<file path="src/rtl/regfile_2r1w.sv">
// General register file for the ARM core: 16 x WIDTH, two combinational read
// ports, one write port, plus a per-register scoreboard of claimed writes.
// r15 is never stored: reads return pc_in, writes become a one-cycle pulse
// to the fetch unit on pc_wr_valid/pc_wr_data.
// There is no valid/ready handshake here: claim_en and wr_en are single-cycle
// strobes that are always accepted at the posedge they are sampled on, and
// pc_wr_valid/claim_err are single-cycle pulses with no backpressure.
module regfile_2r1w #(
  parameter int WIDTH = 32,
  parameter int NREGS = 16,
  parameter int AW    = 4
) (
  input  logic             clk,
  input  logic             rst,
  input  logic [AW-1:0]    rd_addr_a,
  output logic [WIDTH-1:0] rd_data_a,
  output logic             pend_a,
  input  logic [AW-1:0]    rd_addr_b,
  output logic [WIDTH-1:0] rd_data_b,
  output logic             pend_b,
  input  logic [WIDTH-1:0] pc_in,
  input  logic             claim_en,
  input  logic [AW-1:0]    claim_addr,
  input  logic             wr_en,
  input  logic [AW-1:0]    wr_addr,
  input  logic [WIDTH-1:0] wr_data,
  output logic             pc_wr_valid,
  output logic [WIDTH-1:0] pc_wr_data,
  output logic             claim_err
);

  // Index of the PC alias; anything above it is out of range and ignored.
  localparam logic [AW-1:0] PC_ADDR = AW'(NREGS - 1);

  logic [WIDTH-1:0] regs_q [NREGS-1];
  logic [WIDTH-1:0] regs_d [NREGS-1];
  logic [NREGS-2:0] pending_q, pending_d;
  logic             pc_wr_valid_q, pc_wr_valid_d;
  logic [WIDTH-1:0] pc_wr_data_q, pc_wr_data_d;
  logic             claim_err_q, claim_err_d;

  logic wr_store;  // write lands in storage (r0..r14)
  logic wr_pc;     // write is redirected to fetch
  logic claim_ok;  // claim targets a stored register
  logic rd_in_a, rd_in_b;

  assign wr_store = wr_en && (wr_addr < PC_ADDR);
  assign wr_pc    = wr_en && (wr_addr == PC_ADDR);
  assign claim_ok = claim_en && (claim_addr < PC_ADDR);
  assign rd_in_a  = rd_addr_a < PC_ADDR;
  assign rd_in_b  = rd_addr_b < PC_ADDR;

  // Next-state: commit writes, then apply claims so a same-register claim wins.
  always_comb begin
    regs_d        = regs_q;
    pending_d     = pending_q;
    pc_wr_valid_d = wr_pc;
    pc_wr_data_d  = pc_wr_data_q;
    claim_err_d   = 1'b0;
    if (wr_pc) begin
      pc_wr_data_d = wr_data;
    end
    for (int i = 0; i < NREGS - 1; i++) begin
      if (wr_store && (wr_addr == AW'(i))) begin
        regs_d[i]    = wr_data;
        pending_d[i] = 1'b0;
      end
    end
    for (int i = 0; i < NREGS - 1; i++) begin
      if (claim_ok && (claim_addr == AW'(i))) begin
        // A claim on a register whose old owner retires this same cycle is legal.
        if (pending_q[i] && !(wr_store && (wr_addr == claim_addr))) begin
          claim_err_d = 1'b1;
        end
        pending_d[i] = 1'b1;
      end
    end
  end

  // State registers, cleared asynchronously so a flush takes effect immediately.
  always_ff @(posedge clk or posedge rst) begin
    if (rst) begin
      for (int i = 0; i < NREGS - 1; i++) begin
        regs_q[i] <= '0;
      end
      pending_q     <= '0;
      pc_wr_valid_q <= 1'b0;
      pc_wr_data_q  <= '0;
      claim_err_q   <= 1'b0;
    end else begin
      regs_q        <= regs_d;
      pending_q     <= pending_d;
      pc_wr_valid_q <= pc_wr_valid_d;
      pc_wr_data_q  <= pc_wr_data_d;
      claim_err_q   <= claim_err_d;
    end
  end

  // Read port A: PC alias, then write-through bypass, then storage.
  always_comb begin
    rd_data_a = '0;
    pend_a    = 1'b0;
    if (rd_addr_a == PC_ADDR) begin
      rd_data_a = pc_in;
    end else if (rd_in_a) begin
      if (wr_en && !rst && (wr_addr == rd_addr_a)) begin
        rd_data_a = wr_data;
      end else begin
        rd_data_a = regs_q[rd_addr_a];
        pend_a    = pending_q[rd_addr_a];
      end
    end
  end

  // Read port B: same rules as port A, fully independent.
  always_comb begin
    rd_data_b = '0;
    pend_b    = 1'b0;
    if (rd_addr_b == PC_ADDR) begin
      rd_data_b = pc_in;
    end else if (rd_in_b) begin
      if (wr_en && !rst && (wr_addr == rd_addr_b)) begin
        rd_data_b = wr_data;
      end else begin
        rd_data_b = regs_q[rd_addr_b];
        pend_b    = pending_q[rd_addr_b];
      end
    end
  end

  assign pc_wr_valid = pc_wr_valid_q;
  assign pc_wr_data  = pc_wr_data_q;
  assign claim_err   = claim_err_q;

endmodule

</file>
<file path="config.mk">
export PLATFORM = sky130hd
export DESIGN_NAME = regfile_2r1w
export DESIGN_NICKNAME = d
export VERILOG_FILES = /design/src/rtl/regfile_2r1w.sv
export SDC_FILE = /design/constraint.sdc
export NUM_CORES = 1
export LEC_CHECK = 0
export ABC_CLOCK_PERIOD_IN_PS = 23600
export CORE_MARGIN = 2
export CORE_UTILIZATION = 60
export DETAILED_ROUTE_END_ITERATION = 7
export GPL_TIMING_DRIVEN = 0
export MAX_ROUTING_LAYER = met4
export PLACE_DENSITY = 0.82
export SLEW_MARGIN = 20
export SYNTH_ARGS = -nofsm -noshare
export SYNTH_HDL_FRONTEND = slang
export SYNTH_SLANG_ARGS = --single-unit
</file>
<file path="constraint.sdc">
create_clock -name clk -period 23.6 [get_ports clk]
set_input_delay 3.54 -clock clk [delete_from_list [all_inputs] [get_ports clk]]
set_output_delay 3.54 -clock clk [all_outputs]
set_load 0.02 [all_outputs]
</file>
==> metrics.log <==
[metrics] result of the run: finished clean
[metrics] gr usage total: 46.1%
[metrics] CP max-delay cell: sky130_fd_sc_hd__clkdlybuf4s50_1
[metrics] cell-by-cell trace of the critical path: clkdlybuf4s50_1 > inv_1 > nor2_1 > clkbuf_1 > buf_1 > a22oi_1 > a31oi_1 > clkdlybuf4s50_1
[metrics] minimum clock period after layout: 11000 ps
[metrics] number of DRC violations after detailed-routing iteration 0: 3648
[metrics] Setup Fix Bufs, Post-CTS: 0
[metrics] relative contribution of the clock network to total power: 30.2%
[metrics] count leader, synth: sky130_fd_sc_hd__mux2_2
[metrics] TritonCTS clock tree: yes
[metrics] DIE WIDTH: 224 um
[metrics] final RePlAce weighted congestion: 1.03
[metrics] later-pin clock latency in the skew report: 650 ps
[metrics] highest ir drop seen on vdd: 0.0651 mV
[metrics] commonest register cell after synthesis: sky130_fd_sc_hd__dfrtp_1
[metrics] RSZ-0062 raised after global routing: false
[metrics] remaining max-slew budget at the tightest pin: 14.8%
[metrics] register-to-register setup slack: 22190 ps
[metrics] count of clock tree sinks: 529
[metrics] number of detailed-route iterations in the first pass: 8
[metrics] post-route ant nets: 0
[metrics] portion of synthesized cell area occupied by the leading cell type: roughly 46%
[metrics] combinational family with the most area after synthesis: multiplexers
[metrics] layout net count: 2447
[metrics] number of buffers added on ports: 173
[metrics] number of vias per cell after detailed routing: 7.56
[metrics] Setup Crit Path Kind: primary input to primary output
[metrics] synthesis-stage register bit count: roughly 530
[metrics] number of synthesized flops with an enable pin: 0
[metrics] Design Area, Final: 33600 um^2
[metrics] most instantiated cells after synthesis: sky130_fd_sc_hd__mux2_2, sky130_fd_sc_hd__dfrtp_1, sky130_fd_sc_hd__mux4_2, sky130_fd_sc_hd__buf_2, sky130_fd_sc_hd__mux2i_1
[metrics] maximum buffer depth of the clock tree: 3
[metrics] fill count: 3270
[metrics] post-detailed-placement cell area: approximately 32000 um^2
[metrics] estimated wirelength of the detail-placed design: approximately 72 mm
[metrics] Post-Synth Adder-Cell Area: 0%
[metrics] PD cells: 89.8 nW/um^2
[metrics] setup violators final: 0
[metrics] Worst Reg-to-Reg Cells: 3
[metrics] relative area change from synthesis to final layout: 15.6%
[metrics] fin crit share: 46.6%
[metrics] global-route wire length before repair: 158 mm
[metrics] number of hold buffers added after cts: 0
[metrics] clock skew after layout: 2.96 ps
[metrics] Initial Utilization: about three fifths
[metrics] share of power burned in registers: 42.7%
[metrics] Syn Area/Cell: 13.7 um^2
[metrics] leading area contributor after synthesis: sky130_fd_sc_hd__dfrtp_1
[metrics] data arrival time of the worst path: 7460 ps
[metrics] synthesized-area fraction occupied by ao, oa, aoi and oai cells: 7.71%
[metrics] Max Fanout on Critical Path: 10
[metrics] root buffer cell: sky130_fd_sc_hd__clkbuf_16
[metrics] number of buffers created by CTS: 56
[metrics] timing endpoint of the critical path: rd_data_a[29]
[metrics] clock-pin slew on the worst setup and hold paths: 60 ps
[metrics] height of the die: around 220 um
[metrics] Total Power Consumption: between 3 and 4 mW
[metrics] Post-Synth XOR/XNOR Area: 0.331%
[metrics] final standard cell utilization of the core: 70.4%
[metrics] worst reg2reg path startpoint: pending_q[3]
[metrics] Cell Count Post-Placement: 2919
[metrics] overall die area: 50200 um^2
[metrics] number of antenna violations at the first check in global routing: 4
[metrics] netlist area before placement: 29100 um^2
[metrics] critical path startpoint: rd_addr_a[3]
[metrics] core footprint: 47700 um^2
[metrics] mux cell area share after synthesis: 39.1%
[metrics] max frequency: between 90 and 100 MHz
[metrics] switching pwr: 924 uW
[metrics] kind of end point of the critical path: primary output
[metrics] total vias in the final route: 22900
[metrics] CTS H-tree lvls: 2
[metrics] most prevalent standard cell on the critical path: sky130_fd_sc_hd__clkdlybuf4s50_1
[metrics] Reg-to-Reg End: claim_err
[metrics] portion of the post-synthesis area used by sequential elements: 45.5%
[metrics] post-synth net total: about 2200
[metrics] Critical Path Start Type: primary input
[metrics] static power due to leakage: approximately 14 nW
[metrics] final std cells w/o fill: 3027
[metrics] Gates resized, CTS repair: 0
[metrics] crit-path max cell delay: 810 ps
[metrics] top cells by area, synth: sky130_fd_sc_hd__dfrtp_1, sky130_fd_sc_hd__mux2_2, sky130_fd_sc_hd__mux4_2
[metrics] Post-Syn Instances: 2126
[metrics] Crit path required time: 20060 ps
[metrics] count of pins on the block boundary: 184
[metrics] slew at the pin with the worst max-slew slack: 1280 ps
[metrics] post-route DRC violation count: 0
[metrics] share of synthesized registers carrying an async set or reset: 100%
[metrics] Total Wirelength: 112 mm
[metrics] Maximum Capacitance Violations: 0
[metrics] Hold Violations, Final: 0
[metrics] cell-internal power: approximately 2.1 mW
[metrics] pin count of the biggest net entering global routing: 105
[metrics] count of warnings emitted by yosys: 0
[metrics] simple-gate share of the synthesized area: 3.66%
[metrics] DR WL/cell: 36.9 um
[metrics] Congestion Overflow GR: 0
[metrics] layout cell share with drive strength beyond 1: 39.9%
[metrics] Hold Crit Class: flip-flop to flip-flop
[metrics] library cells used by synthesis: between 40 and 50
[metrics] fraction of power spent switching nets: 30.6%
[metrics] standard-cell rows: 80
[metrics] final-report max-slew violation count: 0
[metrics] number of global-route vias before repair: 22700
[metrics] Comb power frac: between 20% and 30%
[routing by layer]
| layer | part of all wire, % | track usage (%) |
|---|---|---|
| met1 | 35 | 55.9 |
| met2 | 43 | 63.9 |
| met3 | 15 | 19.9 |
| met4 | 7.4 | 27.9 |
| met5 | 0 | - |
[layout by cell type (no fill, tap or decap), types with 13 or more instances in the layout]
cell,count
sky130_fd_sc_hd__a22oi_1,65
sky130_fd_sc_hd__a211o_1,13
sky130_fd_sc_hd__nor2_1,64
sky130_fd_sc_hd__a211oi_1,15
sky130_fd_sc_hd__o211a_1,15
sky130_fd_sc_hd__dfrtp_1,529
sky130_fd_sc_hd__o21ai_0,36
sky130_fd_sc_hd__clkdlybuf4s50_1,173
sky130_fd_sc_hd__mux4_2,186
sky130_fd_sc_hd__o2bb2ai_1,48
sky130_fd_sc_hd__clkbuf_1,94
sky130_fd_sc_hd__a31oi_1,18
sky130_fd_sc_hd__nor3_1,46
sky130_fd_sc_hd__buf_4,16
sky130_fd_sc_hd__nand2_1,55
sky130_fd_sc_hd__a221o_1,16
sky130_fd_sc_hd__o22ai_1,21
sky130_fd_sc_hd__mux2_2,544
sky130_fd_sc_hd__a21oi_1,29
sky130_fd_sc_hd__buf_2,100
sky130_fd_sc_hd__and3_1,18
sky130_fd_sc_hd__clkbuf_16,57
sky130_fd_sc_hd__clkbuf_8,13
sky130_fd_sc_hd__mux2i_1,99
sky130_fd_sc_hd__a22o_1,20
[power by group through the flow]
stage               Sequential, mW  Combinational (mW)  Clock (mW)
finish                        1.29               0.817       0.909
global route                  1.31               0.851       0.940
CTS                           1.28               0.801       0.901
detailed placement            1.29               0.795           0
global placement              1.27               0.770           0
floorplan                     1.25               0.545           0
[cell type report]
| cell class | count | area [um^2] | share of cell area, % |
|---|---|---|---|
| Tap cell | 615 | 769 | 2.29 |
| Buffer | 216 | 1050 | 3.13 |
| Antenna cell | 5 | 12.5 | 0.0372 |
| Sequential cell | 529 | 13200 | 39.4 |
| Timing Repair Buffer | 179 | 1880 | 5.61 |
| Clock inverter | 18 | 179 | 0.533 |
| Inverter | 10 | 45.0 | 0.134 |
| Clock buffer | 84 | 1660 | 4.94 |
| Multi-Input combinational cell | 1371 | 14800 | 43.9 |
[through the flow]
step | hold WS, ps | setup WS (ps) | TNS (ps)
CTS | 508 | 12820 | 0
finish | 505 | 12600 | 0
detailed placement | 494 | 12820 | 0
global route | 511 | 12690 | 0
global placement | 488 | -504 | -238100
floorplan | 477 | 5280 | 0
[kinds of logic after synthesis]
| logic type | after synthesis |
|---|---|
| compound gates | 301 |
| xor+xnor | 11 |
| buf+inv | 226 |
| flops | 529 |
| mux | 833 |
| simple gates | 226 |
[how the worst min path moves through the flow]
stage,start,end,slack [ps],cells past startpoint
2_1_floorplan,regs_q[195],regs_q[195],480,1
3_3_place_gp,regs_q[196],regs_q[196],490,1
3_5_place_dp,pc_wr_data[12],pc_wr_data[12],490,1
4_1_cts,pc_wr_data[15],pc_wr_data[15],510,1
5_1_grt,pc_wr_data[5],pc_wr_data[5],510,1
6_report,pc_wr_data[12],pc_wr_data[12],510,1
[state kept, by name (all words and copies together), names as in the netlist]
signal,count
regs_q,480
pc_wr_data,32
pending_q,15
claim_err,1
pc_wr_valid,1
[critical path, delay by kind of cell]
family / cells / cell delay (ps)
buffers and inverters: 5 / 2980
AO/OA/AOI/OAI: 2 / 580
AND/OR/NAND/NOR: 1 / 340
Power figures use the tool's default switching activity.
